### config.mk
export PLATFORM = sky130hd
export DESIGN_NAME = aes_mixcol_seq_flat
export DESIGN_NICKNAME = d
export VERILOG_FILES = /design/src/rtl/aes_mixcol_seq_if.sv /design/src/rtl/aes_mixcol_seq.sv /design/src/flat_wrapper.sv
export SDC_FILE = /design/constraint.sdc
export NUM_CORES = 1
export LEC_CHECK = 0
export ABC_AREA = 1
export BUFFER_PORTS_ARGS = -buffer_cell sky130_fd_sc_hd__buf_2
export CORE_MARGIN = 8
export CORE_UTILIZATION = 40
export CTS_CLUSTER_SIZE = 40
export DETAILED_ROUTE_END_ITERATION = 8
export GPL_TIMING_DRIVEN = 0
export HOLD_SLACK_MARGIN = 0.1
export PLACE_DENSITY = 0.71
export SLEW_MARGIN = 5
export SYNTH_ARGS = -nofsm -noshare
export SYNTH_HDL_FRONTEND = slang
export SYNTH_SLANG_ARGS = --single-unit
### constraint.sdc
create_clock -name clk -period 24.4 [get_ports clk]
set_input_delay 4.88 -clock clk [delete_from_list [all_inputs] [get_ports clk]]
set_output_delay 4.88 -clock clk [all_outputs]
set_load 0.1 [all_outputs]
### src/rtl/aes_mixcol_seq_if.sv
// aes_mixcol_seq_if: valid/ready state-word bus around the MixColumns stage.
// The in_inv select exists only when MIXCOL_INV_EN is defined.
interface aes_mixcol_seq_if;
   logic in_valid, in_ready, in_last, out_valid, out_ready;
   logic [127:0] in_data, out_data;
`ifdef MIXCOL_INV_EN
   logic in_inv;
   modport master (output in_valid, in_data, in_last, in_inv, out_ready, input in_ready, out_valid, out_data);
   modport slave (input in_valid, in_data, in_last, in_inv, out_ready, output in_ready, out_valid, out_data);
`else
   modport master (output in_valid, in_data, in_last, out_ready, input in_ready, out_valid, out_data);
   modport slave (input in_valid, in_data, in_last, out_ready, output in_ready, out_valid, out_data);
`endif
endinterface

### src/rtl/aes_mixcol_seq.sv
// aes_mixcol_seq: sequential AES MixColumns, one column per clock, with final-round bypass.
// Defining MIXCOL_INV_EN adds an in_inv select for InvMixColumns.
module aes_mixcol_seq #(
   parameter int COLS = 4
) (
   input logic clk,
   input logic rst,
   aes_mixcol_seq_if.slave bus
);
   localparam int CW = (COLS > 1) ? $clog2(COLS) : 1;
   typedef enum logic [1:0] {IDLE, CALC, DONE} state_t;
   state_t state, nxt;
   logic [127:0] work, od;
   logic [CW-1:0] col;
   logic acc;
   logic [31:0] cur, mix;
`ifdef MIXCOL_INV_EN
   logic inv;
`endif
   function automatic logic [7:0] xt(input logic [7:0] b);
      return {b[6:0], 1'b0} ^ (b[7] ? 8'h1b : 8'h00);
   endfunction
   function automatic logic [7:0] gm(input logic [7:0] b, input logic [3:0] k);
      logic [7:0] x2, x4, x8;
      x2 = xt(b);
      x4 = xt(x2);
      x8 = xt(x4);
      return (k[0] ? b : 8'h00) ^ (k[1] ? x2 : 8'h00) ^ (k[2] ? x4 : 8'h00) ^ (k[3] ? x8 : 8'h00);
   endfunction
   // nibble j of k multiplies byte (i+j)%4 when producing output row i
   function automatic logic [31:0] mixcol(input logic [31:0] c, input logic [15:0] k);
      logic [31:0] r;
      r = '0;
      for (int i = 0; i < 4; i++)
         for (int j = 0; j < 4; j++)
            r[31-8*i -: 8] = r[31-8*i -: 8] ^ gm(c[31-8*((i+j)%4) -: 8], k[15-4*j -: 4]);
      return r;
   endfunction
   assign cur = work[127-32*col -: 32];
`ifdef MIXCOL_INV_EN
   assign mix = inv ? mixcol(cur, 16'hebd9) : mixcol(cur, 16'h2311);
`else
   assign mix = mixcol(cur, 16'h2311);
`endif
   assign bus.in_ready = (state == IDLE);
   assign bus.out_valid = (state == DONE);
   assign bus.out_data = od;
   assign acc = bus.in_valid & (state == IDLE);
   always_ff @(posedge clk or posedge rst)
      if (rst) state <= IDLE;
      else state <= nxt;
   always_comb begin
      nxt = state;
      if (state == IDLE && acc) nxt = bus.in_last ? DONE : CALC;
      if (state == CALC && col == CW'(COLS-1)) nxt = DONE;
      if (state == DONE && bus.out_ready) nxt = IDLE;
   end
   always_ff @(posedge clk or posedge rst)
      if (rst) begin
         work <= '0;
         od <= '0;
         col <= '0;
`ifdef MIXCOL_INV_EN
         inv <= 1'b0;
`endif
      end else if (acc) begin
         work <= bus.in_data;
         col <= '0;
`ifdef MIXCOL_INV_EN
         inv <= bus.in_inv;
`endif
         if (bus.in_last) od <= bus.in_data;
      end else if (state == CALC) begin
         od[127-32*col -: 32] <= mix;
         col <= (col == CW'(COLS-1)) ? '0 : col + 1'b1;
      end
endmodule

### src/flat_wrapper.sv
// flat-port wrapper written by rule: the top's interface ports become plain ports
module aes_mixcol_seq_flat 
#(
   parameter int COLS = 4
)
  (clk, rst, bus_in_valid, bus_in_data, bus_in_last, bus_out_ready, bus_in_ready, bus_out_valid, bus_out_data);
  aes_mixcol_seq_if bus_i ();
  input logic clk;
  input logic rst;
  input wire logic [$bits(bus_i.in_valid)-1:0] bus_in_valid;
  input wire logic [$bits(bus_i.in_data)-1:0] bus_in_data;
  input wire logic [$bits(bus_i.in_last)-1:0] bus_in_last;
  input wire logic [$bits(bus_i.out_ready)-1:0] bus_out_ready;
  output wire logic [$bits(bus_i.in_ready)-1:0] bus_in_ready;
  output wire logic [$bits(bus_i.out_valid)-1:0] bus_out_valid;
  output wire logic [$bits(bus_i.out_data)-1:0] bus_out_data;
  assign bus_i.in_valid = bus_in_valid;
  assign bus_i.in_data = bus_in_data;
  assign bus_i.in_last = bus_in_last;
  assign bus_i.out_ready = bus_out_ready;
  assign bus_in_ready = bus_i.in_ready;
  assign bus_out_valid = bus_i.out_valid;
  assign bus_out_data = bus_i.out_data;
  aes_mixcol_seq #(.COLS(COLS)) u_core (.clk(clk), .rst(rst), .bus(bus_i));
endmodule
==> reports/summary.txt, run 1 <==
Post-synth top cells = nand2_1, dfrtp_1, a21oi_1, nand3_1, nor2_1
fmax = 0.1516 GHz
clock skew = 15.08 ps
worst min-delay path class = reg2reg
Residual DRC = 0
leading area contributor after synthesis = dfrtp_1
num ports = 263
syn_nets = 2,213
Hold Path End = u_core.work[118]$_DFFE_PP0P_
CTS buffer count = 27
WP data required = 19,520 ps
RSZ-0062 raised after global routing = no
GR Overflow Total = 0
Reg clk slew, reported paths = 60 ps
hold depth = 2
worst endpoint data arrival time = 1720 ps
final wirelength = 70.60 mm
largest net degree at the start of global routing = 122
sequential element share of the synthesized area = 44.96%
final hold slack = 483.6 ps
gr usage total = 32.65%
R2R Path Start = u_core.col[0]$_DFFE_PP0P_
first-pass iteration count of the detailed router = 6
Hold Buf Count CTS = 0
Crit. End Element = primary output
initial DRC count = 1,636
Core ar. = 0.03557 sq mm
Reg2Reg Depth = 10
fillcell total = 3,595
Post-DP HPWL = 55.56 mm
Die Wd = 206.2 um
CP max stage cell = dfrtp_1
via count = 15.98k
Rel. slew slack = 23.46%
most common cell in the netlist = nand2_1
antenna-violating nets left = 0
first-pass GRT wire length = 101.8 mm
RD Place Congestion = 0.9662
WS Path Type = reg2out
vias in the first global route = 15.34k
final setup fails = 0
layout cells sized above 1 = 18.66%
power per standard cell area = 60.46 mW/mm^2
#FFs+latches synth = 260
Fin. Hold Viols = 0
Reg2Reg Setup Slack = 21,470 ps
H-tree depth = 1
number of buffer and inverter stages on the critical path = 2
Mean Syn Cell Area = 6.971 sq um
post-synth cell types = 27
setup bufs post-CTS = 0
critical path fanouts, max = 5
number of diodes = 0
CTS tree = yes
Yosys warnings = 0
Critical Path Start Type = flip-flop
delay-heaviest family, CP = buffers and inverters
Slew Viols, Final = 0
dpl cell area = 0.01642 sq mm
fin area = 0.01743 sq mm
clock period minus worst slack = 6597 ps
PortBufs = 262
fin nets = 2,506
cells along the critical path = inv_1 -> nor2_1 -> buf_2
Synth Instances = 2,076
leakage power total = 9.706 nW
total negative slack = 0 ps
ys async rst share = 100.0%
ys flop type = dfrtp_1
max-cap violation count = 0
CTS Sinks = 260
CP max stage delay = 490 ps
vias per cell = 5.604
Reg area = 0.006506 sq mm
Layout area overhead = 20.42%
clock root buffer = clkbuf_16
Peak VDD IR = 0.00006167 V
top cell type's share of synthesized area = 44.96%
CTS Buffer Depth = 3
measured slew at the worst slew-check pin = 1148 ps
status = finished clean
initial core utilization = 40.69%
fin util = 49.00%
Rows = 69
Synth Cell Area = 0.01447 sq mm
initial antenna violation count = 1
Final Cycle Share = 27.04%
hold wc startpoint = u_core.work[118]$_DFFE_PP0P_
Area contributors post-synth = dfrtp_1, nand2_1, a21oi_1, nand3_1, nor2_1
Clock Latency Late Sink = 570 ps
die area = 0.04252 sq mm
Post-synth EDFFs = 0
R2R Path End = u_core.bus.out_data[45]$_DFFE_PP0P_
Wirelength per Cell = 24.76 um
area occupied by multi-input gates = 0.007111 sq mm
Die Y = 206.2 um
post_cts resized = 0
-- flip-flops by register name, indices dropped and copies added (netlist names) --
name,cells
u_core.bus.out_data,128
u_core.col,2
u_core.state,2
u_core.work,128
-- how the worst max path moves through the flow --
| stage | startpoint | to | slack [ps] | cells after the start |
|---|---|---|---|---|
| 2_1_floorplan | rst | u_core.bus.out_data[0]$_DFFE_PP0P_ | 12360 | 1 |
| 3_3_place_gp | rst | u_core.bus.out_data[42]$_DFFE_PP0P_ | 9510 | 2 |
| 3_5_place_dp | bus_in_valid | u_core.work[63]$_DFFE_PP0P_ | 17400 | 6 |
| 4_1_cts | u_core.state[1]$_DFFE_PP0P_ | bus_out_valid | 17790 | 3 |
| 5_1_grt | u_core.state[1]$_DFFE_PP0P_ | bus_out_valid | 17700 | 3 |
| 6_report | u_core.state[1]$_DFFE_PP0P_ | bus_out_valid | 17800 | 3 |
-- cell usage in the layout, fill, tap and decap left out, types with 2 or more instances in the layout --
cell type	count
a21oi_4	4
xor2_1	2
nor3_2	2
buf_1	5
nand3_2	2
clkbuf_16	27
nor2_1	131
nand3b_1	4
clkinvlp_4	4
inv_8	2
a21oi_1	257
nand2_2	30
dfrtp_1	260
clkinv_2	7
o21ai_0	14
buf_6	9
clkbuf_8	3
inv_2	8
nand2_4	2
xnor2_1	3
nand4_1	49
nand3_1	186
buf_2	325
ha_1	4
nor2_4	2
nand2_1	943
bufinv_16	7
clkbuf_1	34
buf_4	8
inv_1	51
buf_16	2
-- layout make-up --
| cell class | instances | area share [%] |
|---|---|---|
| plain buffers | 118 | 3.554 |
| multi-input cells | 1637 | 40.80 |
| repair buffers | 264 | 7.840 |
| clock buffers | 31 | 4.135 |
| well taps | 461 | 3.310 |
| inverters | 61 | 1.400 |
| clock inverters | 19 | 1.630 |
| flip-flops and latches | 260 | 37.33 |
-- cell families after synthesis --
kind of cell             Yosys count  synth area share, %
AO/OA/AOI/OAI                    277                9.985
adder cells (fa/ha/maj)            4               0.3458
flip-flops                       260                44.96
AND/OR/NAND/NOR                 1351                38.50
XOR/XNOR                           5               0.3026
buffers and inverters            179                5.913
-- metal layers --
metal | vias to the layer above | GRT usage (%) | part of all wire [%]
met5 | - | 0 | 0
met4 | 0 | 12.02 | 3.8
met3 | 116 | 6.755 | 9.7
met2 | 869 | 50.43 | 44
met1 | 7704 | 44.69 | 42
li1 | 7289 | - | -
-- power by group --
group / switching [mW] / internal (mW) / leakage [nW]
clock network: 0.189 / 0.286 / 0.487
registers: 0.00613 / 0.442 / 3.42
logic: 0.109 / 0.0212 / 5.80
total: 0.305 / 0.749 / 9.71
-- per-stage QoR --
stage	cells	power (mW)	setup slack, ps
global route	2851	1.078	17700
detailed placement	2801	0.5865	17400
floorplan	2076	0.5511	12360
finish	2851	1.054	17800
global placement	2799	0.5846	9512
CTS	2851	1.055	17790
-- worst reg2reg max path: stages, from the launching register on --
cell and delay [ps]:
dfrtp_1 440, buf_6 180, inv_8 100, buf_6 190
buf_2 360, ha_1 210, inv_1 70, nor2_1 530
buf_2 370, nand4_1 200, a21oi_1 190
No activity file was read; power rests on OpenSTA's default activity.
==> inputs of run 2 (changes only) <==
--- a/config.mk
+++ b/config.mk
@@ -13,7 +13,7 @@
 export DETAILED_ROUTE_END_ITERATION = 8
 export GPL_TIMING_DRIVEN = 0
 export HOLD_SLACK_MARGIN = 0.1
-export PLACE_DENSITY = 0.71
+export PLACE_DENSITY = 0.73
 export SLEW_MARGIN = 5
 export SYNTH_ARGS = -nofsm -noshare
 export SYNTH_HDL_FRONTEND = slang
==> constraint.sdc (replaced) <==
create_clock -name clk -period 5.8 [get_ports clk]
set_input_delay 1.16 -clock clk [delete_from_list [all_inputs] [get_ports clk]]
set_output_delay 1.16 -clock clk [all_outputs]
set_load 0.1 [all_outputs]
==> run 2 against run 1 <==
  * Clock-buffer cell count is 12 higher
  * Total power grew to 4.2 times the previous value
  * Global-route usage is 0.23 points higher
  * Clock power grew to 4.1 times the previous value
  * Worst setup slack worse by 15000 ps
  * Via count is 1.1% higher
  * Highest routed layer is now met5
==> reports/summary.txt, run 2 (synthesized netlist as in run 1, its figures left out) <==
status = finished clean (unchanged)
WS Path Type = reg2reg (was reg2out)
final wirelength = 71.13 mm (was 70.60 mm)
vias per cell = 5.648 (was 5.604)
GR Overflow Total = 0 (unchanged)
CP max stage delay = 520 ps (was 490 ps)
critical path fanouts, max = 11 (was 5)
Clock Latency Late Sink = 590 ps (was 570 ps)
met3 WL = 6.791 mm (was 6.852 mm)
most common cell after layout, fill and taps aside = nand2_1 (unchanged)
Peak VDD IR = 0.0002695 V (was 0.00006167 V)
CTS tree = yes (unchanged)
final hold slack = 484.2 ps (was 483.6 ps)
initial antenna violation count = 1 (unchanged)
number of buffer and inverter stages on the critical path = 6 (was 2)
CP max stage cell = nor2_1 (was dfrtp_1)
Metal-1 WL = 29.57 mm (was 29.97 mm)
fmax = 0.3423 GHz
die area = 0.04252 sq mm (unchanged)
setup bufs post-CTS = 0 (unchanged)
number of diodes = 0 (unchanged)
WP data required = 6290 ps (was 19,520 ps)
leakage power total = 9.747 nW (was 9.706 nW)
DR WL met2 = 32.23 mm (was 31.08 mm)
CTS buffer count = 28 (was 27)
Die Y = 206.2 um (unchanged)
Slew Viols, Final = 0 (unchanged)
Post-DP HPWL = 55.35 mm (was 55.56 mm)
initial DRC count = 1,699 (was 1,636)
CTS Sinks = 260 (unchanged)
switch share = 29.43% (was 28.90%)
Crit. End Element = flip-flop (was primary output)
layout cells sized above 1 = 18.81% (was 18.66%)
Die Wd = 206.2 um (unchanged)
gr usage total = 32.87% (was 32.65%)
commonest cells after routing, fill and taps aside = nand2_1, buf_2, dfrtp_1 (unchanged)
Reg clk slew, reported paths = 60 ps (about the same)
power per standard cell area = 249.7 mW/mm^2 (was 60.46 mW/mm^2)
Wirelength per Cell = 24.88 um (was 24.76 um)
RSZ-0062 raised after global routing = no (unchanged)
Final Cycle Share = 50.37%
cells along the critical path = buf_6 -> inv_8 -> buf_6 -> buf_2 -> ha_1 -> inv_1 -> nor2_1 -> buf_2 -> nand4_1 -> a21oi_1 (was inv_1 -> nor2_1 -> buf_2)
fin nets = 2,513 (was 2,506)
H-tree depth = 1 (unchanged)
Fin. Hold Viols = 0 (unchanged)
clock power share = 44.1% (was 45.1%)
max-cap violation count = 0 (unchanged)
Psw = 1.287 mW (was 0.3045 mW)
delay-heaviest family, CP = buffers and inverters (unchanged)
clock period minus worst slack = 2922 ps
pre-CTS setup slack = 2541 ps (was 17,400 ps)
Critical Path Start Type = flip-flop (unchanged)
clock skew = 34.19 ps (was 15.08 ps)
RD Place Congestion = 0.9874 (was 0.9662)
Hold Buf Count CTS = 0 (unchanged)
largest net degree at the start of global routing = 42 (was 122)
final setup fails = 0 (unchanged)
initial core utilization = 40.69% (unchanged)
PortBufs = 262 (unchanged)
Final WS setup = 2878 ps (was 17,800 ps)
Layout area overhead = 21.05% (was 20.42%)
via count = 16.15k (was 15.98k)
antenna-violating nets left = 0 (unchanged)
CTS Buffer Depth = 3 (unchanged)
measured slew at the worst slew-check pin = 1223 ps (was 1148 ps)
top sig layer = met5 (was met4)
Seq pwr share = 43.1% (was 42.5%)
vias in the first global route = 15.51k (was 15.34k)
worst endpoint data arrival time = 3410 ps (was 1720 ps)
first-pass GRT wire length = 102.9 mm (was 101.8 mm)
Rows = 69 (unchanged)
Comb pwr share = 12.8% (was 12.4%)
Rel. slew slack = 18.44% (was 23.46%)
worst min-delay path class = reg2reg (unchanged)
post_cts resized = 0 (unchanged)
first-pass iteration count of the detailed router = 8 (was 6)
Core ar. = 0.03557 sq mm (unchanged)
Cell Int Power = 3.087 mW (was 0.7491 mW)
clock root buffer = clkbuf_16 (unchanged)
Residual DRC = 0 (unchanged)
num ports = 263 (unchanged)
-- run 2: metal layers --
layer,vias up,track usage [%]
li1,7312,-
met1,7846,44.30
met2,862,51.77
met3,125,7.132
met4,2,11.31
met5,-,0
-- run 2: cell type report --
class	instances	area, sq um
fill	3701	18050
multi-input combinational	1637	7111
sequential	260	6506
timing repair buffer	270	1479
clock buffer	43	878.3
buffer	118	619.3
tap	461	576.8
inverter	61	240.2
clock inverter	9	108.9
-- run 2: final timing paths --
path	from	to	slack (ps)	depth (start not counted)
setup / recovery	u_core.col[0]$_DFFE_PP0P_	u_core.bus.out_data[47]$_DFFE_PP0P_	2880	10
hold / removal	u_core.work[38]$_DFFE_PP0P_	u_core.work[38]$_DFFE_PP0P_	480	2
setup reg to reg	u_core.col[0]$_DFFE_PP0P_	u_core.bus.out_data[47]$_DFFE_PP0P_	2880	10
hold reg to reg	u_core.work[38]$_DFFE_PP0P_	u_core.work[38]$_DFFE_PP0P_	480	2
max in group asynchronous	rst	u_core.work[106]$_DFFE_PP0P_	4190	5
min in group asynchronous	rst	u_core.work[29]$_DFFE_PP0P_	580	2
-- run 2: power by group through the flow --
stage          Clock, mW  Combinational [mW]  Sequential [mW]
3_5_place_dp           0               0.561             1.92
3_3_place_gp           0               0.543             1.92
6_report            1.93               0.560             1.88
5_1_grt             2.00               0.584             1.89
2_1_floorplan          0              0.0660             2.25
4_1_cts             1.93               0.563             1.88
-- run 2: stage by stage --
step           total power, mW  util, %  instance area [sq um]  cells  TNS [ps]
6_report                 4.374    49.25                  17520   2859         0
5_1_grt                  4.473    49.25                  17520   2859         0
4_1_cts                  4.374    49.25                  17520   2859         0
3_5_place_dp             2.478    46.48                  16530   2807         0
3_3_place_gp             2.460    46.01                  16360   2799    -88920
2_1_floorplan            2.319        -                  14480   2076         0
-- run 2: tightest hold or removal path, stage by stage (launching register included) --
cell and delay [ps]:
dfrtp_1 340, nand2_1 60, nand2_1 50
